File: src/rtl/pm_loader_pkg.sv
// Shared types and defaults for the serial program-memory boot loader.
package pm_loader_pkg;

    typedef enum logic [2:0] {
        IDLE,
        GET_LEN,
        GET_DATA,
        GET_CSUM,
        DONE,
        ERROR
    } frame_state_t;

    typedef enum logic [1:0] {
        RX_IDLE,
        RX_START,
        RX_DATA,
        RX_STOP
    } rx_state_t;

    localparam logic [7:0] DEFAULT_SYNC_BYTE  = 8'hA5;
    localparam logic [7:0] DEFAULT_START_ADDR = 8'h00;

endpackage

File: src/rtl/uart_rx_byte.sv
// 8N1 UART byte receiver: input synchronizer, down-counting bit timer, LSB-first shifter.
//
// state    | meaning
// ---------+--------------------------------------------------------
// RX_IDLE  | waiting for a falling edge on the synchronized line
// RX_START | timing to mid start bit; high there means a glitch
// RX_DATA  | sampling 8 data bits at mid-bit, LSB first
// RX_STOP  | sampling the stop bit; 1 = byte_valid, 0 = frame_err
module uart_rx_byte
    import pm_loader_pkg::*;
#(
    parameter int CLKS_PER_BIT = 434
) (
    input  logic       clk,
    input  logic       reset,
    input  logic       rx,
    output logic [7:0] rx_byte,
    output logic       byte_valid,
    output logic       frame_err
);

    localparam int CW = $clog2(CLKS_PER_BIT);
    localparam logic [CW-1:0] FULL_RELOAD = CW'(CLKS_PER_BIT - 1);
    localparam logic [CW-1:0] HALF_RELOAD = CW'(CLKS_PER_BIT / 2 - 1);

    logic [1:0]    rx_sync;
    logic          rx_prev;
    logic          rx_s;
    rx_state_t     state;
    logic [CW-1:0] timer;
    logic [2:0]    bit_idx;
    logic [7:0]    shift;

    assign rx_s = rx_sync[1];

    // Two-flop synchronizer plus one history flop for falling-edge detection; idle-high reset.
    always_ff @(posedge clk or negedge reset) begin
        if (!reset) begin
            rx_sync <= 2'b11;
            rx_prev <= 1'b1;
        end else begin
            rx_sync <= {rx_sync[0], rx};
            rx_prev <= rx_s;
        end
    end

    // Receive state machine; the timer reaches zero at each mid-bit sample point.
    always_ff @(posedge clk or negedge reset) begin
        if (!reset) begin
            state      <= RX_IDLE;
            timer      <= '0;
            bit_idx    <= '0;
            shift      <= '0;
            rx_byte    <= '0;
            byte_valid <= 1'b0;
            frame_err  <= 1'b0;
        end else begin
            byte_valid <= 1'b0;
            frame_err  <= 1'b0;
            case (state)
                RX_IDLE: begin
                    if (rx_prev && !rx_s) begin
                        state <= RX_START;
                        timer <= HALF_RELOAD;
                    end
                end
                RX_START: begin
                    if (timer == '0) begin
                        if (rx_s) begin
                            state <= RX_IDLE;
                        end else begin
                            state   <= RX_DATA;
                            timer   <= FULL_RELOAD;
                            bit_idx <= '0;
                        end
                    end else begin
                        timer <= timer - CW'(1);
                    end
                end
                RX_DATA: begin
                    if (timer == '0) begin
                        shift <= {rx_s, shift[7:1]};
                        timer <= FULL_RELOAD;
                        if (bit_idx == 3'd7) begin
                            state <= RX_STOP;
                        end else begin
                            bit_idx <= bit_idx + 3'd1;
                        end
                    end else begin
                        timer <= timer - CW'(1);
                    end
                end
                RX_STOP: begin
                    if (timer == '0) begin
                        if (rx_s) begin
                            byte_valid <= 1'b1;
                            rx_byte    <= shift;
                        end else begin
                            frame_err <= 1'b1;
                        end
                        state <= RX_IDLE;
                    end else begin
                        timer <= timer - CW'(1);
                    end
                end
                default: state <= RX_IDLE;
            endcase
        end
    end

endmodule

File: src/rtl/pm_loader.sv
// Serial boot loader: writes a framed, checksummed image into program memory
// and holds the CPU in reset until a good image has landed.
//
// state    | meaning
// ---------+-------------------------------------------------------------
// IDLE     | no frame seen since reset; waiting for SYNC_BYTE
// GET_LEN  | next byte is LEN (0 means 256 words)
// GET_DATA | each byte is written to program memory, then address advances
// GET_CSUM | next byte is compared against the running sum
// DONE     | image good, CPU released; SYNC_BYTE starts a reload
// ERROR    | checksum or framing failure; CPU held; SYNC_BYTE retries
module pm_loader
    import pm_loader_pkg::*;
#(
    parameter int         CLKS_PER_BIT = 434,
    parameter logic [7:0] SYNC_BYTE    = DEFAULT_SYNC_BYTE,
    parameter logic [7:0] START_ADDR   = DEFAULT_START_ADDR
) (
    input  logic       clk,
    input  logic       reset,
    input  logic       rx,
    output logic [7:0] pm_wr_addr,
    output logic [7:0] pm_wr_data,
    output logic       pm_wren,
    output logic       cpu_hold,
    output logic       load_done,
    output logic       load_error
);

    logic [7:0]   rx_byte;
    logic         byte_valid;
    logic         frame_err;
    frame_state_t state;
    logic [7:0]   sum;
    logic [8:0]   remaining;

    uart_rx_byte #(
        .CLKS_PER_BIT(CLKS_PER_BIT)
    ) u_rx (
        .clk       (clk),
        .reset     (reset),
        .rx        (rx),
        .rx_byte   (rx_byte),
        .byte_valid(byte_valid),
        .frame_err (frame_err)
    );

    // Frame FSM with checksum, word counter and write-address counter; all outputs registered.
    always_ff @(posedge clk or negedge reset) begin
        if (!reset) begin
            state      <= IDLE;
            sum        <= '0;
            remaining  <= '0;
            pm_wr_addr <= START_ADDR;
            pm_wr_data <= '0;
            pm_wren    <= 1'b0;
            cpu_hold   <= 1'b1;
            load_done  <= 1'b0;
            load_error <= 1'b0;
        end else begin
            pm_wren <= 1'b0;
            // Address advances the cycle after each strobe, wrapping at 8 bits.
            if (pm_wren) begin
                pm_wr_addr <= pm_wr_addr + 8'd1;
            end
            case (state)
                IDLE, DONE, ERROR: begin
                    if (byte_valid && rx_byte == SYNC_BYTE) begin
                        state      <= GET_LEN;
                        cpu_hold   <= 1'b1;
                        load_done  <= 1'b0;
                        load_error <= 1'b0;
                        pm_wr_addr <= START_ADDR;
                        sum        <= '0;
                    end
                end
                GET_LEN: begin
                    if (frame_err) begin
                        state      <= ERROR;
                        load_error <= 1'b1;
                    end else if (byte_valid) begin
                        remaining <= (rx_byte == 8'd0) ? 9'd256 : {1'b0, rx_byte};
                        sum       <= sum + rx_byte;
                        state     <= GET_DATA;
                    end
                end
                GET_DATA: begin
                    if (frame_err) begin
                        state      <= ERROR;
                        load_error <= 1'b1;
                    end else if (byte_valid) begin
                        pm_wr_data <= rx_byte;
                        pm_wren    <= 1'b1;
                        sum        <= sum + rx_byte;
                        remaining  <= remaining - 9'd1;
                        if (remaining == 9'd1) begin
                            state <= GET_CSUM;
                        end
                    end
                end
                GET_CSUM: begin
                    if (frame_err) begin
                        state      <= ERROR;
                        load_error <= 1'b1;
                    end else if (byte_valid) begin
                        if (rx_byte == sum) begin
                            state     <= DONE;
                            load_done <= 1'b1;
                            cpu_hold  <= 1'b0;
                        end else begin
                            state      <= ERROR;
                            load_error <= 1'b1;
                        end
                    end
                end
                default: state <= IDLE;
            endcase
        end
    end

endmodule

File: config.mk
export PLATFORM = sky130hd
export DESIGN_NAME = pm_loader
export DESIGN_NICKNAME = d
export VERILOG_FILES = /design/src/rtl/pm_loader_pkg.sv /design/src/rtl/uart_rx_byte.sv /design/src/rtl/pm_loader.sv
export SDC_FILE = /design/constraint.sdc
export NUM_CORES = 1
export LEC_CHECK = 0
export ABC_AREA = 1
export ABC_CLOCK_PERIOD_IN_PS = 1900
export CAP_MARGIN = 20
export CORE_ASPECT_RATIO = 1.2
export CORE_MARGIN = 1.5
export CORE_UTILIZATION = 60
export DETAILED_ROUTE_END_ITERATION = 7
export GPL_TIMING_DRIVEN = 1
export PLACE_DENSITY_LB_ADDON = 0.2
export SYNTH_ARGS = -nofsm -noshare
export SYNTH_HDL_FRONTEND = slang
export SYNTH_SLANG_ARGS = --single-unit
File: constraint.sdc
create_clock -name clk -period 1.9 [get_ports clk]
set_input_delay 0.19 -clock clk [delete_from_list [all_inputs] [get_ports clk]]
set_output_delay 0.19 -clock clk [all_outputs]
set_load 0.01 [all_outputs]
==> impl_metrics.env <==
export IMPL_antenna_found_initial=0
export IMPL_critPathLaunch="u_rx.rx_byte[0]"
export IMPL_ys_warn_count=0
export IMPL_totalWireLength_um=8680
export IMPL_use_met1_pct=30.1
export IMPL_core_area_um2=6810
export IMPL_grt_pass1_wl_um=15100
export IMPL_die_w_um=79.7
export IMPL_synth_common_cells="nand2_1 (148), dfrtp_1 (71), inv_1 (63), nor2_1 (50), nand3_1 (36)"
export IMPL_syn_nets=554
export IMPL_start_util_pct=62.1
export IMPL_ant_nets=0
export IMPL_slew_violations=0
export IMPL_syn_inst=531
export IMPL_min_path_type="in -> reg"
export IMPL_synth_top_area_cell="dfrtp_1"
export IMPL_p_leak_uw=0.00241
export IMPL_period_needed_ns=1.69
export IMPL_seqCellArea_um2=1880
export IMPL_place_gp_congestion=0.862
export IMPL_cts_clk_slew_worst_paths_ns=0.09
export IMPL_hold_violations=0
export IMPL_firstDrtPassIters=5
export IMPL_fmax_mhz=592
export IMPL_netlist_area_um2=4230
export IMPL_post_cts_setup_buffer_count=0
export IMPL_wl_per_cell_um=13.2
export IMPL_worstSetupPathType="reg -> reg"
export IMPL_clock_latency_ns=0.36
export IMPL_route_detailed_drc=0
export IMPL_synthDistinctLibCells=40
export IMPL_ioPinCount=23
export IMPL_cts_sinks=75
export IMPL_r2r_slack_ns=0.21
export IMPL_clk_path_buf_depth=2
export IMPL_fin_nets=589
export IMPL_stdcell_count=658
export IMPL_ys_async_sr_fraction_pct=100
export IMPL_crit_fanout=6
export IMPL_fin_skew_ns=0.00773
export IMPL_cp_end_kind="register"
export IMPL_cts_tree="yes"
export IMPL_area_delta_synth_final_pct=13.1
export IMPL_rsz0062_at_grt="no"
export IMPL_ys_ff_latch=75
export IMPL_dp_hpwl_um=6580
export IMPL_endpoint="sum[6]"
export IMPL_r2r_end="sum[6]"
export IMPL_setup_viol=0
export IMPL_peakVddDrop_mv=0.787
export IMPL_synth_main_ff_cell="dfrtp_1"
export IMPL_grtUsageMet3_pct=6.32
export IMPL_top_usage_layer="met2"
export IMPL_synth_edf_count=0
export IMPL_yosys_area_top_type_share_pct=42.0
export IMPL_n_antenna_cell=0
export IMPL_io_buffers=22
export IMPL_start_kind="register"
export IMPL_post_synth_top_count_cell="nand2_1"
export IMPL_drv_cap=0
export IMPL_grt_max_degree=36
export IMPL_final_period_utilization_pct=88.9
export IMPL_drive_above_1_share_pct=11.7
export IMPL_fin_tns_setup_ns=0
export IMPL_fill_cells=557
export IMPL_via_count=3556
export IMPL_multi_input_area_um2=2020
export IMPL_grt_ovfl_total=0
export IMPL_syn_area_per_cell_um2=7.97
export IMPL_maxSlewHeadroom_pct=75.8
export IMPL_rows=33
export IMPL_numPlacedInstances=641
export IMPL_initialDrtViolationCount=227
export IMPL_vias_per_cell=5.40
export IMPL_cts_root_buf="clkbuf_8"
export IMPL_cts_inserted_buffers=9
export IMPL_cellPowerDensity_nw_per_um2=844
export IMPL_grt_pass1_vias=3548
export IMPL_die_h_um=95.0
export IMPL_worst_pin_slew_ns=0.359
export IMPL_worstRegToRegCells=11
export IMPL_grt_usage_pct=26.1
export IMPL_met2_usage_pct=44.6
export IMPL_arrival_ns=1.94
export IMPL_die_area_um2=7570
export IMPL_status="complete, no violations"
export IMPL_fin_hold_ws_ns=0.240
export IMPL_reg2reg_from="u_rx.rx_byte[0]"
export IMPL_ys_seq_area_share_pct=44.5
export IMPL_synth_area_leaders="dfrtp_1 (42%), nand2_1 (13%), ha_1 (5.6%)"
export IMPL_h_tree_depth=3
export IMPL_crit_required_ns=2.16
==> repair_timing <==
item / 4_1_cts / 5_1_grt
hold buffers: 1 / 0
endpoints found under the hold margin: 22 / 0
gates resized for setup: 0 / 1
endpoints found under the setup margin: 0 / 1
==> state kept, by name, indices dropped and copies added, names as in the netlist, 2 cells and up, named ones only <==
| signal | flops |
|---|---|
| pm_wr_addr | 8 |
| pm_wr_data | 8 |
| remaining | 9 |
| state | 3 |
| sum | 8 |
| u_rx.bit_idx | 3 |
| u_rx.rx_byte | 8 |
| u_rx.rx_sync | 2 |
| u_rx.shift | 8 |
| u_rx.timer | 9 |
==> per-stage QoR <==
step | utilization, % | worst slack [ns] | power [uW] | cell area (um^2)
6_report | 70.3 | 0.212 | 4040 | 4790
4_1_cts | 70.2 | 0.167 | 4060 | 4790
5_1_grt | 70.3 | 0.0391 | 4270 | 4790
3_3_place_gp | 67.0 | 0.229 | 2690 | 4560
2_1_floorplan | - | 0.318 | 2490 | 4230
3_5_place_dp | 67.0 | 0.199 | 2730 | 4560
==> power breakdown <==
group | total, uW | internal, uW | switching (uW)
combinational | 921 | 316 | 604
clock | 1340 | 643 | 696
sequential | 1780 | 1690 | 86.2
==> per-layer routing <==
metal,vias to the layer above,share of wire [%],wire length (um)
met5,-,0,0
met4,0,2.5,214
met3,21,3.8,332
met2,85,52,4480
met1,1680,42,3650
li1,1770,-,-
==> cell families after synthesis <==
family / Yosys count / share of synthesized area [%]
simple gates: 268 / 27.8
compound gates: 81 / 11.6
buf+inv: 77 / 7.92
flops: 75 / 44.5
fa+ha+maj: 20 / 6.09
xor+xnor: 10 / 2.07
==> placed cells by master, fill, tap and decap left out, types with 8 or more instances in the layout <==
master           netlist  final
clkdlybuf4s50_1        0     21
buf_4                  1      9
o21ai_2               15     15
ha_1                  19     19
nand4_1                9      9
nand2_1              148    148
nor2_1                50     50
a21oi_1               24     24
dfrtp_1               71     70
o21ai_0               25     25
inv_1                 63     63
nand3_1               36     36
clkbuf_8               0      9
o21ai_1                8      8
==> final cells by class <==
type                    instances  area share [%]
inverters                      69            5.41
repair buffers                 32            6.43
clock inverters                 7            1.86
clock buffers                   9            2.59
well taps                      87            2.27
flip-flops and latches         75            39.3
multi-input cells             379            42.1
==> worst max-delay path, cell delays in order (launching register included) <==
cell	delay [ns]
dfrtp_2	0.42
ha_1	0.18
inv_1	0.05
fa_1	0.35
inv_1	0.09
nand3_1	0.07
nand2_1	0.10
nand3_1	0.09
nand2_1	0.07
nand2_1	0.04
nand3_1	0.06
nand2_1	0.05
==> worst min path at each step <==
stage / end / slack, ns / depth (start not counted) / start
finish: u_rx.rx_sync[0] / 0.24 / 1 / rx
floorplan: async pin / -0.11 / 0 / reset
detailed placement: pm_wr_addr[0] / 0.11 / 1 / reset
CTS: u_rx.rx_sync[0] / 0.22 / 1 / rx
global placement: pm_wr_addr[0] / 0.10 / 1 / reset
global route: u_rx.rx_sync[0] / 0.22 / 1 / rx
No activity file was read; power rests on OpenSTA's default activity.
